==> src/rtl/irq_capture_resolver.sv <==
// Interrupt request/in-service unit: per-channel sync + edge/level capture, fixed-priority resolve,
// two-pulse INTA FSM and EOI handling. Define IRQ_AUTO_EOI_EN to clear the acked ISR bit in ACK2.
module irq_capture_resolver #(
  parameter int NUM_IRQ     = 8,
  parameter int VEC_W       = 3,
  parameter int SYNC_STAGES = 2
) (
  input  logic               clk,
  input  logic               reset_n,
  input  logic [NUM_IRQ-1:0] irq_in,
  input  logic               level_or_edge_flag,
  input  logic [NUM_IRQ-1:0] mask,
  input  logic               inta,
  input  logic               eoi,
  input  logic               eoi_specific,
  input  logic [VEC_W-1:0]   eoi_level,
  output logic               int_out,
  output logic               vector_valid,
  output logic [VEC_W-1:0]   vector,
  output logic [NUM_IRQ-1:0] irr,
  output logic [NUM_IRQ-1:0] isr,
  output logic [1:0]         fsm_state
);

  // Handshake: inta, eoi and eoi_specific are single-cycle strobes sampled on clk; vector_valid is a
  // one-cycle strobe (no back-pressure) and vector is stable from ACK1 until the next acknowledge.

  typedef enum logic [1:0] {
    IDLE = 2'd0,
    ACK1 = 2'd1,
    ACK2 = 2'd2
  } state_t;

  state_t state, state_next;

  logic [SYNC_STAGES-1:0][NUM_IRQ-1:0] sync_q;
  logic [NUM_IRQ-1:0] synced, sync_prev, edges;
  logic [NUM_IRQ-1:0] pend, pend_next, irr_next, isr_next;
  logic [NUM_IRQ-1:0] eoi_clr, spec_clr, auto_clr, ack_set;
  logic               has_winner, isr_seen, ack_take;
  logic [VEC_W-1:0]   winner;

  function automatic logic [NUM_IRQ-1:0] onehot(input logic [VEC_W-1:0] idx);
    logic [NUM_IRQ-1:0] v;
    v = '0;
    for (int i = 0; i < NUM_IRQ; i++) begin
      v[i] = (int'(idx) == i);
    end
    return v;
  endfunction

  always_ff @(posedge clk or negedge reset_n) begin
    if (!reset_n) begin
      sync_q    <= '0;
      sync_prev <= '0;
    end else begin
      sync_q    <= {sync_q[SYNC_STAGES-2:0], irq_in};
      sync_prev <= sync_q[SYNC_STAGES-1];
    end
  end

  assign synced = sync_q[SYNC_STAGES-1];
  assign edges  = synced & ~sync_prev;

  // Channels at or below the highest-priority in-service bit cannot win.
  always_comb begin
    has_winner = 1'b0;
    winner     = '0;
    isr_seen   = 1'b0;
    eoi_clr    = '0;
    for (int i = 0; i < NUM_IRQ; i++) begin
      if (isr[i] && !isr_seen) begin
        eoi_clr[i] = eoi;
      end
      if (isr[i]) begin
        isr_seen = 1'b1;
      end
      if (!isr_seen && !has_winner && irr[i] && !mask[i]) begin
        has_winner = 1'b1;
        winner     = VEC_W'(i);
      end
    end
  end

  // FSM: state register
  always_ff @(posedge clk or negedge reset_n) begin
    if (!reset_n) begin
      state <= IDLE;
    end else begin
      state <= state_next;
    end
  end

  // FSM: next state
  always_comb begin
    state_next = state;
    case (state)
      IDLE:    if (inta) state_next = ACK1;
      ACK1:    if (inta) state_next = ACK2;
      ACK2:    state_next = IDLE;
      default: state_next = IDLE;
    endcase
  end

  // FSM: outputs
  always_comb begin
    ack_take     = (state == IDLE) && inta;
    vector_valid = (state == ACK2);
    fsm_state    = state;
  end

  assign ack_set  = (ack_take && has_winner) ? onehot(winner) : '0;
  assign spec_clr = (eoi_specific && (int'(eoi_level) < NUM_IRQ)) ? onehot(eoi_level) : '0;

`ifdef IRQ_AUTO_EOI_EN
  logic ack_hit;
  always_ff @(posedge clk or negedge reset_n) begin
    if (!reset_n) begin
      ack_hit <= 1'b0;
    end else if (ack_take) begin
      ack_hit <= has_winner;
    end
  end
  assign auto_clr = ((state == ACK2) && ack_hit) ? onehot(vector) : '0;
`else
  assign auto_clr = '0;
`endif

  // Freeze spans ACK1..ACK2: edges park in pend and merge on the ACK2 -> IDLE edge.
  always_comb begin
    irr_next  = irr;
    pend_next = (state == ACK1) ? (pend | edges) : '0;
    if (level_or_edge_flag) begin
      irr_next = (state == ACK1) ? (irr & synced) : synced;
    end else begin
      case (state)
        IDLE:    irr_next = (irr & ~ack_set) | edges;
        ACK1:    irr_next = irr;
        ACK2:    irr_next = irr | pend | edges;
        default: irr_next = irr;
      endcase
    end
    isr_next = (isr & ~(eoi_clr | spec_clr | auto_clr)) | ack_set;
  end

  always_ff @(posedge clk or negedge reset_n) begin
    if (!reset_n) begin
      irr     <= '0;
      isr     <= '0;
      pend    <= '0;
      int_out <= 1'b0;
      vector  <= '0;
    end else begin
      irr     <= irr_next;
      isr     <= isr_next;
      pend    <= pend_next;
      int_out <= has_winner && (state == IDLE);
      if (ack_take) begin
        vector <= has_winner ? winner : VEC_W'(NUM_IRQ - 1);
      end
    end
  end

endmodule
==> config.mk <==
export PLATFORM = sky130hd
export DESIGN_NAME = irq_capture_resolver
export DESIGN_NICKNAME = d
export VERILOG_FILES = /design/src/rtl/irq_capture_resolver.sv
export SDC_FILE = /design/constraint.sdc
export NUM_CORES = 1
export LEC_CHECK = 0
export ABC_AREA = 1
export CAP_MARGIN = 20
export CORE_MARGIN = 2
export CORE_UTILIZATION = 30
export DETAILED_ROUTE_END_ITERATION = 10
export GPL_ROUTABILITY_DRIVEN = 0
export GPL_TIMING_DRIVEN = 0
export PLACE_DENSITY_LB_ADDON = 0.12
export SLEW_MARGIN = 20
export SYNTH_ARGS = -nofsm -noshare
export SYNTH_HDL_FRONTEND = slang
export SYNTH_SLANG_ARGS = --single-unit
export TNS_END_PERCENT = 30
==> constraint.sdc <==
create_clock -name clk -period 3.04 [get_ports clk]
set_clock_uncertainty 0.1 [all_clocks]
set_input_delay 0.456 -clock clk [delete_from_list [all_inputs] [get_ports clk]]
set_output_delay 0.456 -clock clk [all_outputs]
set_load 0.02 [all_outputs]
# == After elaboration in Yosys (flattened, before gate mapping) ==
# Index checks and enable logic that the tools add are counted.
# W data, S select, Z words.
# op_classes
n_addsub,0
mul,0
div,0
magnitude_cmp,0
eq_ne,18
shifts,0
muxes,41
bitwise_logic,13
reduce_logical,61
# ops
cell,n
$or A8 B8 Y8,6
$mux W8,5
$logic_and A1 B1 Y1,33
$and A8 B8 Y8,4
$mux W1,25
$eq A3 B3 Y1 const B,8
$not A8 Y8,3
$logic_not A1 Y1,23
$mux W3,7
$pmux W8 S2,1
$eq A3 B2 Y1 const B,4
$eq A3 B1 Y1 const B,2
$logic_not A3 Y1,2
$mux W2,2
$ne A2 B2 Y1 const B,2
$pmux W2 S2,1
$reduce_bool A3 Y1,1
$eq A2 B1 Y1 const B,1
$eq A2 B2 Y1 const B,1
$logic_not A2 Y1,1
$reduce_and A2 Y1,1
# word_totals
register_bits,54
latch_bits,0
ram_bits,0
mem_bits_ro,0
in_bits,25
output_inout_bits,23
word_cells,142
memories,0

# == Logic depth before layout (Yosys ltp) ==
# logic_depth
depth_word,47
ltp_mapped,15

# == Worst setup path after synthesis ==
# OpenSTA, ideal clock, no wires.
# synth_path
kind,register to register
from,register isr[0]
to,register irr[0]
arrival_time_ps,1657
slack_ps,1157
stages_incl_launch_ff,15
n_path_buf,0
cell_sequence,dfrtp_1 nor2_4 nand3_2 nor2_2 nand2_2 nor2_4 nor2_8 o21ai_2 nand2_1 nor2_4 nand2_2 nand2_1 nand2_1 nand2_1 o21ai_1
# synth_via
elab_chain_cells,47
# synth_lines
element,line_no,text
from (decl),21,"output logic [NUM_IRQ-1:0] isr,"
from (signal assigned),155,isr <= isr_next;
$mux W1 (*),75,if (isr[i]) begin
$logic_not A1 Y1,78,if (!isr_seen && !has_winner && irr[i] && !mask[i]) begin
$logic_and A1 B1 Y1 (2 in a row),78,
$mux W1,78,
$logic_not A1 Y1,78,
$logic_and A1 B1 Y1 (3 in a row),78,
$mux W1,78,
$logic_not A1 Y1,78,
[28 not listed],--,
$mux W3 / $mux W1 (equally long branches),78,
$logic_not A3 Y1 / $logic_and A1 B1 Y1 (equally long branches),"47, 112",
$mux W8 (*),112,assign ack_set = (ack_take && has_winner) ? onehot(winner) : '0;
$not A8 Y8 (*),137,IDLE: irr_next = (irr & ~ack_set) | edges;
$and A8 B8 Y8 (*),137,
$or A8 B8 Y8 (*),137,
$pmux W8 S2 (*),136,case (state)
$mux W8 (*),133,if (level_or_edge_flag) begin
to (signal assigned),154,irr <= irr_next;
to (decl),20,"output logic [NUM_IRQ-1:0] irr,"
# Mark *: on every way between the ends. The rest lies on a longest branch, timed or not.
# A chain may end at the register's enable or synchronous reset.

# == Final worst setup path ==
# layout_path
from,"register state[0], in the netlist fsm_state[0]"
to,output vector_valid
# layout_via
elab_chain_cells,1
# layout_lines
element,line_no,text
from (decl),34,"state_t state, state_next;"
from (signal assigned),90,state <= state_next;
$eq A2 B2 Y1,108,vector_valid = (state == ACK2);
to (decl),18,"output logic vector_valid,"
# Every way passes these cells.

==> metrics.txt <==
syn nets 319; TritonCTS Buffers 5; status completed; drt via density between 4 and 5; CTS tree yes; fraction of layout cells with a size suffix above 1 0.1032; Setup Buffers After CTS 0; ys flop type dfrtp_1; clk root buf clkbuf_8; first-pass GRT wire length 9418 um; routed len/inst ~12 um; Worst-path clk slew roughly 0.1 ns; P_leak 0.001539 uW; Slowest cell on crit path clkdlybuf4s50_1; max_cap viols 0; worst-path cell chain nor2_1 > clkdlybuf4s50_1; via count slightly above 2k; Pre-Repair DR Iteration Count 4; RSZ-0062 raised after global routing no; Slew Limit Fails 0; commonest cells after routing, fill and taps aside dfrtp_1 (54), nand2_1 (53), inv_1 (51); fmax approximately 430 MHz; Rows 33; DIE HEIGHT 95.65 um; Die ar. approximately 0.0091 mm^2; Post-synth EDFFs 0; CP required 2.48 ns; Synth async-reset ratio 1.000; VDD IR max about 0.20 mV; crit path max fanout 8; commonest non-fill, non-tap cell in the layout dfrtp_1; Initial Utilization 0.3082; Clock Path Buffers 2; final setup vio count 0; register area share after synthesis 0.5362; Synth-to-Final Area Change 27.71%; reg2reg setup slack around 0.94 ns; WL final 5611 um; final hold viol count 0; Hold Crit Class in2async; I/O pin cnt 48; post-route ant nets 0; Yosys cell types 27; Startpoint Class register; NumNets Final about 370; total grt overflow 0; H-tree Lvls 2; Post-CTS Resized 0; r2r endpoint irr[1]; Syn Area/Cell between 8 and 9 um^2; initial antenna violation count 0; Post-DP HPWL between 4000 and 5000 um; Power Total between 2000 and 3000 uW; Syn Std Cell Area 0.002520 mm^2; Seq cells post-synth between 50 and 60; die width around 96 um; Worst-Skew Late Latency about 0.30 ns; Remaining DRCs 0; antenna fix cells 0; YS warnings 0; Worst EP arrival around 1.8 ns; Switching Fraction 0.4263; Port Buffers 47; hold_buf cts 0; Pint ~1500 uW; clock network fraction of total power 0.157; Worst-Margin Slew around 0.7 ns; CP max stage delay about 0.67 ns; slew margin rel. 0.5353; Synth Instances slightly below 300; Setup CP Type reg2out; largest net degree at the start of global routing 55; fin crit share 0.7570; Setup crit end kind output port; Final Critical Period between 2 and 2.5 ns; R2R depth 14; P_sw between 1000 and 1500 uW; P per Cell Area 830.6 mW/mm^2; Comb pwr share 0.479; core footprint 0.008175 mm^2; initial drt markers 82; fin util 0.3936; gr usage total 0.1338; vias in the first global route a little under 2k; FF-to-FF Start isr[0]; Seq pwr share 0.364; clk sinks between 50 and 60
[synthesized netlist by cell type (4+ instances only)]
master | number | area (um^2)
dfrtp_1 | 54 | 1351
o21ai_0 | 17 | 85.08
nor2_4 | 5 | 56.30
nor3_1 | 7 | 35.03
inv_1 | 51 | 191.4
a31oi_1 | 4 | 25.02
a21oi_1 | 23 | 115.1
nor2_2 | 4 | 25.02
o21ai_1 | 7 | 35.03
nand2_2 | 7 | 43.79
nand4_1 | 5 | 31.28
nand2_1 | 53 | 198.9
nor2_1 | 28 | 105.1
nand3_1 | 12 | 60.06
[power by group through the flow]
stage	clock network [uW]	logic (uW)	registers [uW]
6_report	420	1280	972
5_1_grt	484	1440	994
4_1_cts	450	1300	974
3_5_place_dp	0	1290	988
3_3_place_gp	0	1290	984
2_1_floorplan	0	751	1080
[critical path, delay by kind of cell (launching register included)]
family / cells / cell delay [ns]
DFF: 1 / 0.47
buffers and inverters: 1 / 0.67
and+or+nand+nor: 1 / 0.31
[flip-flops by register name (all words and copies together) (netlist names), 2 cells and up]
signal     flops
irr            8
isr            8
pend           8
sync_prev      8
sync_q         8
synced         8
vector         3
fsm_state      2
[metal layers]
layer,global-route usage,up-vias,wire [um]
met5,0,-,0
met4,0.02857,0,36
met3,0.02767,2,247
met2,0.2232,50,2665
met1,0.1792,918,2662
li1,-,1054,-
[through the flow]
stage / setup TNS [ns] / setup WS [ns] / hold slack (ns) / cell area (um^2) / std cells
after floorplan: 0 / 1.157 / 0.06041 / 2520 / 294
after CTS: 0 / 0.6750 / 0.1176 / 3218 / 454
after detailed placement: 0 / 0.6686 / 0.2347 / 3119 / 446
after global placement: -19.92 / -0.3718 / 0.2314 / 3122 / 446
after global routing: 0 / 0.5827 / 0.1429 / 3218 / 454
final: 0 / 0.7388 / 0.09523 / 3218 / 454
[cells by family after synthesis]
logic type,share of synthesized area
compound gates,0.1236
buf+inv,0.08441
flops,0.5362
simple gates,0.2557
[how the worst max path moves through the flow]
stage | start | end
2_1_floorplan | isr[0] | irr[0]
3_3_place_gp | reset_n | vector[2]
3_5_place_dp | mask[3] | irr[0]
4_1_cts | fsm_state[0] | vector_valid
5_1_grt | fsm_state[1] | vector_valid
6_report | fsm_state[0] | vector_valid
[cell type report]
type | instances | area [um^2]
fillers | 848 | 4957
flip-flops and latches | 54 | 1351
multi-input cells | 184 | 955.9
repair buffers | 47 | 467.9
inverters | 54 | 205.2
well taps | 105 | 131.4
clock buffers | 6 | 82.58
clock inverters | 2 | 16.27
plain buffers | 2 | 7.507
No activity file was read; power rests on OpenSTA's default activity.
